===== src/rtl/tdm_pkg.sv =====
// ---------------------------------------------------------------------------
// tdm_pkg
// Shared definitions for the 16-channel TDM receive path.
//   NUM_CH        : number of channels / slots per frame (fixed at 16)
//   SLOT_W        : width of a slot index
//   WIDTH_DEFAULT : default sample width per channel
//   tdm_state_e   : receiver FSM state encoding
//   is_last_slot(): true when a slot index is the final slot of a frame
// ---------------------------------------------------------------------------
package tdm_pkg;

  localparam int NUM_CH        = 16;
  localparam int SLOT_W        = 4;
  localparam int WIDTH_DEFAULT = 4;

  typedef enum logic {
    IDLE = 1'b0,
    RECV = 1'b1
  } tdm_state_e;

  function automatic logic is_last_slot(input logic [SLOT_W-1:0] idx);
    return idx == SLOT_W'(NUM_CH - 1);
  endfunction

endpackage : tdm_pkg


===== src/rtl/tdm_chan_bank.sv =====
// ---------------------------------------------------------------------------
// tdm_chan_bank
// NUM_CH x WIDTH register file with one indexed write port and a parallel
// full-bank load. The bank load has priority over the indexed write.
// Ports:
//   clk         : rising-edge clock
//   rst_i       : synchronous active-high reset, clears every channel
//   wr_en_i     : indexed write enable
//   wr_idx_i    : channel index for the indexed write
//   wr_data_i   : data for the indexed write
//   load_en_i   : load all channels from load_data_i
//   load_data_i : flat bank image, channel k at [WIDTH*k +: WIDTH]
//   rd_data_o   : flat view of the current bank contents
// ---------------------------------------------------------------------------
module tdm_chan_bank
  import tdm_pkg::*;
#(
  parameter int WIDTH = WIDTH_DEFAULT
) (
  input  logic                    clk,
  input  logic                    rst_i,
  input  logic                    wr_en_i,
  input  logic [SLOT_W-1:0]       wr_idx_i,
  input  logic [WIDTH-1:0]        wr_data_i,
  input  logic                    load_en_i,
  input  logic [NUM_CH*WIDTH-1:0] load_data_i,
  output logic [NUM_CH*WIDTH-1:0] rd_data_o
);

  for (genvar gi = 0; gi < NUM_CH; gi++) begin : g_ch
    logic [WIDTH-1:0] ch_q;

    always_ff @(posedge clk) begin
      if (rst_i) begin
        ch_q <= '0;
      end else if (load_en_i) begin
        ch_q <= load_data_i[gi*WIDTH +: WIDTH];
      end else if (wr_en_i && (wr_idx_i == SLOT_W'(gi))) begin
        ch_q <= wr_data_i;
      end
    end

    assign rd_data_o[gi*WIDTH +: WIDTH] = ch_q;
  end

endmodule : tdm_chan_bank


===== src/rtl/tdm_demux16.sv =====
// ---------------------------------------------------------------------------
// tdm_demux16
// Receive end of the 16-channel TDM path. Serial samples (one per slot) are
// collected into a shadow bank; when slot 15 is accepted the whole frame is
// committed to the output bank in one edge. A direct write port updates a
// single output channel between frames.
// Ports:
//   clk        : rising-edge clock
//   rst        : synchronous active-high reset
//   din        : sample for the current slot / direct-write data
//   din_valid  : din carries a stream sample this cycle
//   sof        : start of frame, qualifies din as slot 0 (with din_valid)
//   wr_direct  : direct write of din to channel {s1,s0} (only when !din_valid)
//   s1, s0     : direct-write channel select, index = {s1,s0}
//   dout       : committed bank, channel k at [WIDTH*k +: WIDTH]
//   slot       : next slot index expected
//   busy       : high while a frame is being received
//   frame_done : one-cycle pulse in the cycle after a commit edge
//   frame_err  : one-cycle pulse after a sof that truncated a frame
// ---------------------------------------------------------------------------
module tdm_demux16
  import tdm_pkg::*;
#(
  parameter int WIDTH = WIDTH_DEFAULT
) (
  input  logic                    clk,
  input  logic                    rst,
  input  logic [WIDTH-1:0]        din,
  input  logic                    din_valid,
  input  logic                    sof,
  input  logic                    wr_direct,
  input  logic [2:0]              s1,
  input  logic                    s0,
  output logic [NUM_CH*WIDTH-1:0] dout,
  output logic [SLOT_W-1:0]       slot,
  output logic                    busy,
  output logic                    frame_done,
  output logic                    frame_err
);

  // -------------------------------------------------------------------------
  // State
  // -------------------------------------------------------------------------
  tdm_state_e        state_q, state_d;
  logic [SLOT_W-1:0] slot_q, slot_d;
  logic              busy_q;
  logic              frame_done_q, frame_done_d;
  logic              frame_err_q, frame_err_d;

  // Bank control
  logic                    shadow_we;
  logic [SLOT_W-1:0]       shadow_idx;
  logic                    commit;
  logic                    direct_we;
  logic [NUM_CH*WIDTH-1:0] shadow_flat;
  logic [NUM_CH*WIDTH-1:0] commit_data;
  logic [SLOT_W-1:0]       direct_idx;

  assign direct_idx = {s1, s0};

  // -------------------------------------------------------------------------
  // Next-state / control logic
  // -------------------------------------------------------------------------
  always_comb begin
    state_d      = state_q;
    slot_d       = slot_q;
    frame_done_d = 1'b0;
    frame_err_d  = 1'b0;
    shadow_we    = 1'b0;
    shadow_idx   = slot_q;
    commit       = 1'b0;

    // The stream owns the cycle whenever din_valid is high, so a direct
    // write can never coincide with a commit (which needs din_valid).
    direct_we = wr_direct && !din_valid;

    unique case (state_q)
      IDLE: begin
        // Samples without sof between frames are silently dropped.
        if (din_valid && sof) begin
          shadow_we  = 1'b1;
          shadow_idx = '0;
          slot_d     = SLOT_W'(1);
          state_d    = RECV;
        end
      end

      RECV: begin
        if (din_valid) begin
          shadow_we = 1'b1;
          if (sof) begin
            // Restart: the partial frame is simply overwritten by the new
            // one; it is never committed because commit needs slot 15.
            frame_err_d = 1'b1;
            shadow_idx  = '0;
            slot_d      = SLOT_W'(1);
          end else if (is_last_slot(slot_q)) begin
            commit       = 1'b1;
            frame_done_d = 1'b1;
            slot_d       = '0;
            state_d      = IDLE;
          end else begin
            slot_d = slot_q + SLOT_W'(1);
          end
        end
      end

      default: begin
        state_d = IDLE;
        slot_d  = '0;
      end
    endcase
  end

  // -------------------------------------------------------------------------
  // Registers
  // -------------------------------------------------------------------------
  always_ff @(posedge clk) begin
    if (rst) begin
      state_q      <= IDLE;
      slot_q       <= '0;
      busy_q       <= 1'b0;
      frame_done_q <= 1'b0;
      frame_err_q  <= 1'b0;
    end else begin
      state_q      <= state_d;
      slot_q       <= slot_d;
      busy_q       <= (state_d == RECV);
      frame_done_q <= frame_done_d;
      frame_err_q  <= frame_err_d;
    end
  end

  // -------------------------------------------------------------------------
  // Banks
  // -------------------------------------------------------------------------
  // Slot 15 is never read back from the shadow: it lands in the output bank
  // straight from din on the commit edge.
  always_comb begin
    commit_data                     = shadow_flat;
    commit_data[WIDTH*15 +: WIDTH]  = din;
  end

  tdm_chan_bank #(
    .WIDTH (WIDTH)
  ) u_shadow (
    .clk         (clk),
    .rst_i       (rst),
    .wr_en_i     (shadow_we),
    .wr_idx_i    (shadow_idx),
    .wr_data_i   (din),
    .load_en_i   (1'b0),
    .load_data_i ('0),
    .rd_data_o   (shadow_flat)
  );

  tdm_chan_bank #(
    .WIDTH (WIDTH)
  ) u_committed (
    .clk         (clk),
    .rst_i       (rst),
    .wr_en_i     (direct_we),
    .wr_idx_i    (direct_idx),
    .wr_data_i   (din),
    .load_en_i   (commit),
    .load_data_i (commit_data),
    .rd_data_o   (dout)
  );

  // -------------------------------------------------------------------------
  // Outputs
  // -------------------------------------------------------------------------
  assign slot       = slot_q;
  assign busy       = busy_q;
  assign frame_done = frame_done_q;
  assign frame_err  = frame_err_q;

endmodule : tdm_demux16


===== config.mk =====
export PLATFORM = sky130hd
export DESIGN_NAME = tdm_demux16
export DESIGN_NICKNAME = d
export VERILOG_FILES = /design/src/rtl/tdm_pkg.sv /design/src/rtl/tdm_chan_bank.sv /design/src/rtl/tdm_demux16.sv
export SDC_FILE = /design/constraint.sdc
export NUM_CORES = 1
export LEC_CHECK = 0
export CELL_PAD_IN_SITES_DETAIL_PLACEMENT = 1
export CELL_PAD_IN_SITES_GLOBAL_PLACEMENT = 2
export CORE_MARGIN = 1.5
export CORE_UTILIZATION = 30
export CTS_CLUSTER_DIAMETER = 80
export DETAILED_ROUTE_END_ITERATION = 7
export PLACE_DENSITY_LB_ADDON = 0.1
export SYNTH_ARGS = -nofsm -noshare
export SYNTH_HDL_FRONTEND = slang
export SYNTH_SLANG_ARGS = --single-unit

===== constraint.sdc =====
create_clock -name clk -period 1.5 [get_ports clk]
set_input_delay 0.3 -clock clk [delete_from_list [all_inputs] [get_ports clk]]
set_output_delay 0.3 -clock clk [all_outputs]
set_load 0.02 [all_outputs]

* Yosys cells after proc, flatten, opt, wreduce, memory -nomap -nowiden *
Cells that the tools add are included.

word-level totals
  input port bits = 13
  output and inout bits = 71
  bits in registers = 131

operators by class
  bitwise operators = 2
  reduce and logical (&&, ||, !) cells = 54
  equal/unequal tests = 32
  add/subtract/negate cells = 1
  multiplexer cells = 53

operators by type and width
  kind                   count
  $mux W4                39
  $eq A4 B4 Y1 const B   16
  $logic_and A1 B1 Y1    33
  $eq A4 B3 Y1 const B   8
  $reduce_bool A2 Y1     16
  $eq A4 B2 Y1 const B   4
  $pmux W4 S2            2
  $mux W1                10
  $eq A4 B1 Y1 const B   2
  $logic_not A4 Y1       2
  $add A4 B1 Y4 const B  1
  $ne A2 B2 Y1 const B   2
  $pmux W1 S2            2
  $reduce_or A3 Y1       1
  $not A1 Y1             2
  $reduce_and A2 Y1      1
  $logic_not A1 Y1       1

* Longest topological paths before layout *
  depth after elaboration = 6
  mapped depth = 6
  mapped depth without buffers = 4

* Hierarchy *
From an unflattened synthesis, not the netlist that was laid out.

second synthesis, totals
  cell total of the unflattened synthesis = 701
  area total of the unflattened synthesis = 6,447.4 µm²

by module, submodules not included
  module         area each (µm²)  times used  cells each
  tdm_chan_bank  3,046.7          2           331
  tdm_demux16    354.1            1           39

* Worst setup path after synthesis *
No wires, ideal clock.

  kind = flip-flop to flip-flop
  start point = reg slot_q[0], in the netlist slot[0]
  end point = reg u_shadow.g_ch[4].ch_q[0]
  cell stages (with the launch flop) = 6
  slack = -0.142 ns
  arrival time = 1.509 ns
  buffers on the path = 2
  period minus slack after synthesis = 1.642 ns
  path through = dfxtp_1 -> nand4bb_1 -> buf_2 -> or4b_4 -> buf_6 -> mux2i_1

on the way
  word-level cells in the longest chain between the ends = 5

RTL lines
  what                      line                 source
  start: declaration        tdm_demux16.sv:45    logic [SLOT_W-1:0] slot_q, slot_d;
  start signal: assignment  tdm_demux16.sv:127   slot_q <= slot_d;
  $mux W4                   tdm_demux16.sv:91    if (sof) begin
  $mux W4                   tdm_demux16.sv:89    if (din_valid) begin
  $pmux W4 S2 (*)           tdm_demux16.sv:77    unique case (state_q)
  $eq A4 B3 Y1 (*)          tdm_chan_bank.sv:38  end else if (wr_en_i && (wr_idx_i == SLOT_W'(gi))) begin
  $logic_and A1 B1 Y1 (*)   tdm_chan_bank.sv:38
  end signal: assignment    tdm_chan_bank.sv:37  ch_q <= load_data_i[gi*WIDTH +: WIDTH];
  end signal: assignment    tdm_chan_bank.sv:39  ch_q <= wr_data_i;
  end: declaration          tdm_chan_bank.sv:31  logic [WIDTH-1:0] ch_q;

Every way passes the cells marked *; elsewhere a longest branch is shown, timed or not.
A chain may end at the register's enable or synchronous reset.

* Final worst setup path *
  start point = reg slot_q[2], in the netlist slot[2]
  end point = reg u_shadow.g_ch[6].ch_q[3]

on the way
  word-level cells in the longest chain between the ends = 5

RTL lines
  what                     line
  $mux W4                  tdm_demux16.sv:91
  $mux W4                  tdm_demux16.sv:89
  $pmux W4 S2 (*)          tdm_demux16.sv:77
  $eq A4 B3 Y1 (*)         tdm_chan_bank.sv:38
  $logic_and A1 B1 Y1 (*)  tdm_chan_bank.sv:38
  end signal: assignment   tdm_chan_bank.sv:37
  end signal: assignment   tdm_chan_bank.sv:39
  end: declaration         tdm_chan_bank.sv:31

Marks and branches as above.

==> results.toml <==
[status]
outcome = "complete, but fails checks"
violations = "negative setup slack"

[timing]
worst_clock_skew_ns = 0.00496
period_share_pct = 106
normalized_max_slew_margin_pct = 74.5
timing.final.max_slew_violations = 0
final.setup.worst_slack_ns = -0.0865
worst_slew_pin_slew_ns = 0.383
finalSetupViolations = 15
timing.final.hold_violations = 0
post-route-min-period_ns = 1.59
max_clock_freq_ghz = 0.630
grt_setup_unrepaired = "yes"
fin_setup_tns_ns = -0.350

[cells_and_area]
drive_gt1_share_pct = 29.2
final_cell_mix = "sky130_fd_sc_hd__dfxtp_1, sky130_fd_sc_hd__dlygate4sd2_1, sky130_fd_sc_hd__buf_4"
area_delta_synth_final_pct = 50.0
utilization_pct = 46.1
area.sequential_um2 = 2640
antenna_cells_inserted = 0
layout_commonest_cell = "sky130_fd_sc_hd__dfxtp_1"
final_cells = 1086
nNetsFinal = 823
multi_input_area_um2 = 3510
nFillCells = 2233

[die]
fp.dieArea_um2 = 20900
die_y_um = 144
placement_rows = 51
initial_core_util_pct = 30.8
die_w_um = 144
io-pin-count = 84
area_of_the_core_um2 = 19500

[clock_tree]
numClockSinks = 131
number_of_buffers_inserted_by_hold_repair_at_cts = 0
clock-root-buffer = "sky130_fd_sc_hd__clkbuf_16"
cts_buffer_depth = 2
tritoncts = "built"
cts_made_buffers = 17
clk_latency_worst_skew_pair_ns = 0.42
path_clk_slew_ns = 0.06
cts.htree.levels = 4

[worst_setup_path]
r2r_end = "u_shadow.g_ch[6].ch_q[3]"
worst-path-max-fanout = 8
path_class = "reg2reg"
rr_startpoint = "slot[2]"
required_ns = 1.80
timing.critical_path.from_type = "flop"
timing.reg2reg.worst_path_depth = 6
ff2ff_setup_slack_ns = -0.09
worst-endpoint-arrival_ns = 1.89
worstSetupEndpointType = "flop"

[synth]
mappedNetlistArea_um2 = 6010
synth-edff-count = 0
yosys.area.top_type_share_pct = 43.7
yosysTopAreaCell = "sky130_fd_sc_hd__dfxtp_1"
synthesis.nets = 694
synth_cell_type_count = 42
syn-instance-count = 680
synth.yosys.seq_area_share_pct = 43.7
synth_flop_cell = "sky130_fd_sc_hd__dfxtp_1"
synth.yosys.warnings = 0
synth.avg_cell_area_um2 = 8.83
synth-async-reset-ratio_pct = 0
ys_ff_latch = 131
synth.area.top_cells = "sky130_fd_sc_hd__dfxtp_1, sky130_fd_sc_hd__a311oi_1, sky130_fd_sc_hd__mux2i_1, sky130_fd_sc_hd__o21ai_0, sky130_fd_sc_hd__nand2b_1"

[power_and_ir_drop]
worst_ir_drop_vdd_mv = 0.746
power.density_nw_per_um2 = 931
power_leakage_nw = 3.56

[flow_run]
total_of_max_cap_violations = 0

[grt]
initial_antenna_violation_count = 0
wire_length_of_the_first_global_routing_pass_mm = 36.7
grt_util_all_layers_pct = 23.8
grt_remaining_overflow = 0
grt_start_max_net_pins = 61
via_count_of_the_first_global_routing_pass = 6241

[drt]
via_count = 5943
via_per_inst = 5.47
wl_per_cell_um = 22.7
route.final.wire_length_mm = 24.6
drc = 0
first_pass_iters = 4
drtAntennaViolNets = 0
drt-initial-drc-count = 341

[placed_design]
dp_hpwl_mm = 16.0
post-place-cells = 1040
place.port_buffers = 83
gpl.final_weighted_congestion = 0.789

[worst_hold_path]
holdCritStartpoint = "rst"
hold-path-endpoint = "u_shadow.g_ch[11].ch_q[1]"
min-delay-path-class = "in2reg"
worst_hold_path.num_cells = 2
==> final cells by class <==
type                       count  share of cell area (%)
clock buffer                  22                    5.37
multi-input combinational    470                    38.9
tap                          265                    3.68
clock inverter                 9                    1.15
inverter                       1                  0.0417
timing repair buffer         188                    21.5
sequential                   131                    29.3
==> per-layer routing <==
layer	vias to the layer above	part of all wire, %	global-route usage [%]
met1	2999	46	31.4
met2	138	48	39.8
met4	0	2.0	7.07
li1	2769	-	-
met3	37	4.6	3.91
met5	-	0	0
==> critical path, stage by stage (launching register included) <==
cell                       delay [ns]
sky130_fd_sc_hd__dfxtp_2         0.33
sky130_fd_sc_hd__buf_6           0.12
sky130_fd_sc_hd__clkbuf_2        0.17
sky130_fd_sc_hd__buf_4           0.13
sky130_fd_sc_hd__nand3b_1        0.24
sky130_fd_sc_hd__o21ai_0         0.35
sky130_fd_sc_hd__a21oi_1         0.12
==> state kept, by name, indices dropped and copies added, names as in the netlist <==
signal,flops
u_shadow.g_ch.ch_q,60
frame_err,1
busy,1
frame_done,1
u_committed.g_ch.ch_q,64
slot,4
==> logic make-up after synthesis <==
logic type	share of synthesized area, %
AO/OA/AOI/OAI	18.5
adder cells (fa/ha/maj)	0.208
buffers and inverters	5.79
flip-flops	43.7
multiplexers	7.33
AND/OR/NAND/NOR	24.5
==> power by group <==
group | internal [W] | switching [W]
Sequential | 0.00350 | 0.0000198
Combinational | 0.000289 | 0.000383
Clock | 0.00260 | 0.00159
==> through the flow <==
step / area [um2] / setup slack, ns / power (W) / hold WS (ns)
floorplan: 6020 / -0.0563 / 0.00387 / 0.450
global placement: 7810 / -0.504 / 0.00421 / 0.461
detailed placement: 7810 / -0.628 / 0.00422 / 0.463
CTS: 8490 / -0.0365 / 0.00842 / 0.258
global route: 9010 / -0.198 / 0.00865 / 0.299
finish: 9010 / -0.0865 / 0.00838 / 0.288
==> repair_timing <==
item                                    in CTS  in global routing
pin swaps                                    8                 10
hold endpoints to repair                     0                  0
endpoints found under the setup margin     169                 87
resized for setup                          113                 92
buffers inserted                             3                  9
gates cloned                                 2                  2
==> worst max-delay path by stage <==
stage,start,to,cells after the start
after floorplan,slot[0],u_shadow.g_ch[4].ch_q[0],5
after global placement,din_valid,u_shadow.g_ch[9].ch_q[1],6
after detailed placement,din_valid,u_committed.g_ch[12].ch_q[1],6
after CTS,slot[3],slot[3],1
after global routing,slot[2],u_shadow.g_ch[6].ch_q[3],6
final,slot[2],u_shadow.g_ch[6].ch_q[3],6
==> Yosys cell counts (4+ instances only) <==
cell type	count
sky130_fd_sc_hd__nand3_1	43
sky130_fd_sc_hd__and3b_1	7
sky130_fd_sc_hd__nand4b_1	5
sky130_fd_sc_hd__a21oi_1	24
sky130_fd_sc_hd__nand2_1	50
sky130_fd_sc_hd__clkbuf_1	56
sky130_fd_sc_hd__dfxtp_1	131
sky130_fd_sc_hd__o21ai_1	7
sky130_fd_sc_hd__nand2b_1	51
sky130_fd_sc_hd__nor3_1	60
sky130_fd_sc_hd__buf_6	4
sky130_fd_sc_hd__mux2i_1	44
sky130_fd_sc_hd__a311oi_1	60
sky130_fd_sc_hd__buf_2	17
sky130_fd_sc_hd__nor3b_2	5
sky130_fd_sc_hd__o21ai_0	75
(Power assumes the default switching activity.)
